===== src/rtl/label_rr_accum.sv =====
// Round-robin accumulator: on start, adds in0..in3 (one per cycle, sampled live)
// and presents the sum on a valid/ready output until the consumer accepts it.
module label_rr_accum #(
  parameter int WIDTH = 8,
  parameter int ACC_W = WIDTH + 2
) (
  input  logic             clk,
  input  logic             resetn,
  input  logic             start,
  input  logic [WIDTH-1:0] in0,
  input  logic [WIDTH-1:0] in1,
  input  logic [WIDTH-1:0] in2,
  input  logic [WIDTH-1:0] in3,
  output logic             busy,
  output logic [1:0]       idx,
  output logic [ACC_W-1:0] acc,
  output logic             out_valid,
  input  logic             out_ready
);

  // state | meaning
  // IDLE  | waiting for start; acc holds the last sum
  // ACC   | adding in[idx] each cycle, four cycles total
  // HOLD  | sum presented on acc, waiting for out_ready
  typedef enum logic [1:0] {
    IDLE = 2'd0,
    ACC  = 2'd1,
    HOLD = 2'd2
  } state_t;

  state_t           state_q, state_d;
  logic [1:0]       idx_q, idx_d;
  logic [ACC_W-1:0] acc_q, acc_d;
  logic             out_valid_q, out_valid_d;
  logic [WIDTH-1:0] operand;

  always_comb begin
    operand = in0;
    case (idx_q)
      2'd0:    operand = in0;
      2'd1:    operand = in1;
      2'd2:    operand = in2;
      default: operand = in3;
    endcase
  end

  always_comb begin
    state_d     = state_q;
    idx_d       = idx_q;
    acc_d       = acc_q;
    out_valid_d = out_valid_q;
    case (state_q)
      IDLE: begin
        if (start) begin
          acc_d   = '0;
          idx_d   = 2'd0;
          state_d = ACC;
        end
      end
      ACC: begin
        acc_d = acc_q + {{(ACC_W-WIDTH){1'b0}}, operand};
        idx_d = idx_q + 2'd1;
        if (idx_q == 2'd3) begin
          state_d     = HOLD;
          out_valid_d = 1'b1;
        end
      end
      HOLD: begin
        if (out_valid_q && out_ready) begin
          out_valid_d = 1'b0;
          state_d     = IDLE;
        end
      end
      default: begin
        state_d     = IDLE;
        idx_d       = 2'd0;
        out_valid_d = 1'b0;
      end
    endcase
  end

  always_ff @(posedge clk) begin
    if (!resetn) begin
      state_q     <= IDLE;
      idx_q       <= 2'd0;
      acc_q       <= '0;
      out_valid_q <= 1'b0;
    end else begin
      state_q     <= state_d;
      idx_q       <= idx_d;
      acc_q       <= acc_d;
      out_valid_q <= out_valid_d;
    end
  end

  assign busy      = (state_q != IDLE);
  assign idx       = idx_q;
  assign acc       = acc_q;
  assign out_valid = out_valid_q;

endmodule


===== config.mk =====
export PLATFORM = sky130hd
export DESIGN_NAME = label_rr_accum
export DESIGN_NICKNAME = d
export VERILOG_FILES = /design/src/rtl/label_rr_accum.sv
export SDC_FILE = /design/constraint.sdc
export NUM_CORES = 1
export LEC_CHECK = 0
export ABC_AREA = 0
export BUFFER_PORTS_ARGS = -buffer_cell sky130_fd_sc_hd__buf_4
export CORE_UTILIZATION = 43
export CTS_BUF_LIST = sky130_fd_sc_hd__clkbuf_4 sky130_fd_sc_hd__clkbuf_8 sky130_fd_sc_hd__clkbuf_16
export CTS_CLUSTER_SIZE = 28
export DETAILED_ROUTE_END_ITERATION = 8
export GPL_TIMING_DRIVEN = 0
export MAX_ROUTING_LAYER = met4
export PLACE_DENSITY = 0.75
export REMOVE_ABC_BUFFERS = 1
export SYNTH_ARGS = -nofsm -noshare
export SYNTH_HDL_FRONTEND = slang
export SYNTH_SLANG_ARGS = --single-unit

===== constraint.sdc =====
create_clock -name clk -period 2.6 [get_ports clk]
set_clock_uncertainty 0.1 [all_clocks]
set_input_delay 0.78 -clock clk [delete_from_list [all_inputs] [get_ports clk]]
set_output_delay 0.78 -clock clk [all_outputs]
set_load 0.005 [all_outputs]

==> results.toml <==
[worst_hold_path]
hold_class = "register to register"

[setup_path]
startpoint_type = "register"
required_time_reported_for_the_critical_path_endpoint_ns = 2.70
worst-path-max-fanout = 6
critPathKind = "register to register"
worst_ep_arrival_time_ns = 2.72
type_of_destination_of_the_critical_path = "register"

[logic_synthesis]
yosysWarningCount = 0
synth-seq-area-share_pct = 24.6
yosys.area_share.adder_pct = 13.9
post_synth_edffs = 0
avgSynthCellArea_sq_um = 8.41
netlist-cell-type-count = 45
asyncSetResetFlopFracSynth_pct = 0
number_of_instances_in_the_synthesized_netlist = 145
synth_compound_area_share_pct = 29.0
synth_ff_type = "dfxtp_1"
largest_family_of_logic_cells_by_synthesized_area = "compound AO/OA/AOI/OAI gates"
syn-cell-area_sq_mm = 0.00122
synth.mux.area_fraction_pct = 8.31
yosys_register_bits = 15
basic_gate_share_of_the_synthesized_area_counting_and_or_nand_and_nor_cells_pct = 16.6
synthXorXnorAreaFrac_pct = 1.44

[grt]
grt_pass1_vias = 1226
grt_first_pass_wirelength_um = 5180
antenna_found_initial = 0
global_route.usage.total_pct = 21.4
largest_net_degree_at_the_start_of_global_routing = 15
grt_overflow_total = 0

[clock_tree]
tritoncts_clock_tree = "built"
htreeDepth = 1
worst_skew_pair.late_latency_ns = 0.30
clock_sink_count = 15
cts.clk_slew.worst_paths_ns = 0.10
cts_buffers = 3
cts_hold_buffers = 0
cts_root_buffer = "clkbuf_4"
max-clock-path-buffers = 2

[placed_design]
global_placer_s_final_weighted_congestion = 0.924
detailedPlacementHpwl_um = 2360
post_place_setup_slack_ns = -0.428
portBuffers = 49

[power]
power-per-cell-area_mw_per_mm2 = 398
power.leakage_nw = 0.832
ir_drop_uv = 296

[route]
vias_per_cell = 5.82
initialDrtViolationCount = 79
route.antenna.remaining_nets = 0
first_pass_iters = 4
residual_drc_count = 0
post_drt_wl_per_cell_um = 15.2
detailroute.via_count = 1380
wl_um = 3610

[sta]
slew_viol_final = 0
setup_repair_after_global_routing_missed_its_margin = "yes"
max_slew_margin_pct = 32.6
setup_total_negative_slack_ns = -0.0310
timing_hold_violations_final = 0
finalWorstSetupSlack_ns = -0.0197
worst_slew_pin_slew_ns = 1.01
fin_crit_sh_pct = 101
timing.final.crit_period_ns = 2.62
post_route_worst_hold_slack_ns = 0.389
fmax_mhz = 382
count_of_final_setup_violators = 2

[die]
die-area_sq_mm = 0.00305
die-width_um = 55.3
core_area_sq_mm = 0.00257
boundaryPins = 50
floorplan.initialDensity_pct = 47.5
rows = 18
die_y_um = 55.3

[final_layout]
insertedDiodeCount = 0
layout.nets = 257
syn_to_final_growth_pct = 50.9
filler_instances = 199
drive_gt1_share_pct = 44.9
finish.utilization_pct = 71.7

[status]
failed_checks = "setup timing"
status = "finished, violations left"

[flow_run]
maxCapViolCount = 0
-- critical path, stage by stage, from the launching register on --
cell	delay (ns)
dfxtp_2	0.37
inv_4	0.06
ha_4	0.17
buf_6	0.13
a222oi_1	0.32
mux2i_1	0.13
ha_1	0.36
o211ai_1	0.21
buf_4	0.16
o211ai_1	0.10
a21o_1	0.20
a41o_1	0.21
-- synth_stat cells (2+ instances only) --
cell type  instances  area share [%]
a211o_1            2             1.4
a211oi_1           2             1.2
a21o_1             2             1.2
a21oi_1            8             3.3
a222oi_1           8             6.6
a22oi_1            3             1.8
buf_2              2            0.82
clkbuf_1           5             1.5
dfxtp_1           15              25
ha_1              12              12
inv_1             11             3.4
mux2i_1            9             7.4
nand2_1            8             2.5
nand2b_1           2             1.0
nand3_1            4             1.6
nand3b_1           2             1.2
nor2_1             9             2.8
nor2b_1            3             1.5
nor3_1             3             1.2
o211ai_1           3             1.8
o21ai_0            8             3.3
-- metrics by stage --
| stage | cell area, sq um | cells | power (mW) |
|---|---|---|---|
| 5_1_grt | 1840 | 237 | 0.775 |
| 6_report | 1840 | 237 | 0.733 |
| 3_5_place_dp | 1600 | 217 | 0.516 |
| 3_3_place_gp | 1600 | 217 | 0.506 |
| 4_1_cts | 1760 | 232 | 0.691 |
| 2_1_floorplan | 1190 | 138 | 0.417 |
-- timing repair --
item	in CTS	in global routing
buffers inserted	11	5
gates resized for setup	16	17
setup endpoints to repair	7	7
pin swaps	13	25
-- worst paths after layout --
kind / start / end / slack, ns / depth (start not counted)
min: acc[5] / acc[5] / 0.39 / 2
min reg2reg: acc[5] / acc[5] / 0.39 / 2
max reg2reg: idx[1] / acc[7] / -0.02 / 11
max: idx[1] / acc[7] / -0.02 / 11
-- metal layers --
layer	GRT usage [%]	wire length, um	vias to the layer above
met5	-	0	-
met4	6.79	27	0
met3	6.56	311	5
met2	36.7	1790	64
met1	23.6	1480	638
li1	-	-	673
-- sequential cells by signal, indices dropped and copies added, names as in the netlist --
register / count
acc: 10
idx: 2
out_valid: 1
state_q: 2
-- power by group --
group          switching, mW  total, mW  internal [mW]  leakage (nW)
Sequential            0.0162      0.260          0.244         0.124
Clock                 0.0877      0.145         0.0574        0.0177
Combinational          0.150      0.328          0.177         0.691
Total                  0.254      0.733          0.479         0.832
-- final cells by class --
| type | instances | area, sq um | area share (%) |
|---|---|---|---|
| multi-input combinational | 111 | 918 | 49.9 |
| timing repair buffer | 65 | 499 | 27.1 |
| sequential | 15 | 305 | 16.6 |
| inverter | 12 | 52.6 | 2.86 |
| tap | 30 | 37.5 | 2.04 |
| clock buffer | 3 | 22.5 | 1.22 |
| clock inverter | 1 | 5.00 | 0.272 |
-- cell usage in the layout (no fill, tap or decap), drive strengths merged, types with 2 or more instances in the layout --
| cell type | n |
|---|---|
| a211o | 3 |
| a211oi | 3 |
| a21o | 3 |
| a21oi | 8 |
| a222oi | 8 |
| a22oi | 3 |
| buf | 65 |
| clkbuf | 3 |
| clkinv | 2 |
| dfxtp | 15 |
| ha | 12 |
| inv | 11 |
| mux2i | 9 |
| nand2 | 8 |
| nand2b | 2 |
| nand3 | 4 |
| nand3b | 2 |
| nor2 | 9 |
| nor2b | 3 |
| nor3 | 4 |
| o211ai | 3 |
| o21ai | 8 |
| or3 | 2 |
-- logic make-up (layout without fill, tap and decap cells) --
logic type / Yosys count / count (layout)
AOI/OAI and AO/OA: 47 / 47
xor gates and xnor gates: 2 / 2
adders and majority gates: 13 / 13
buffers and inverters: 19 / 81
DFF: 15 / 15
muxes: 10 / 10
and+or+nand+nor: 39 / 39
Note: power is estimated with default switching activity, not from simulation.
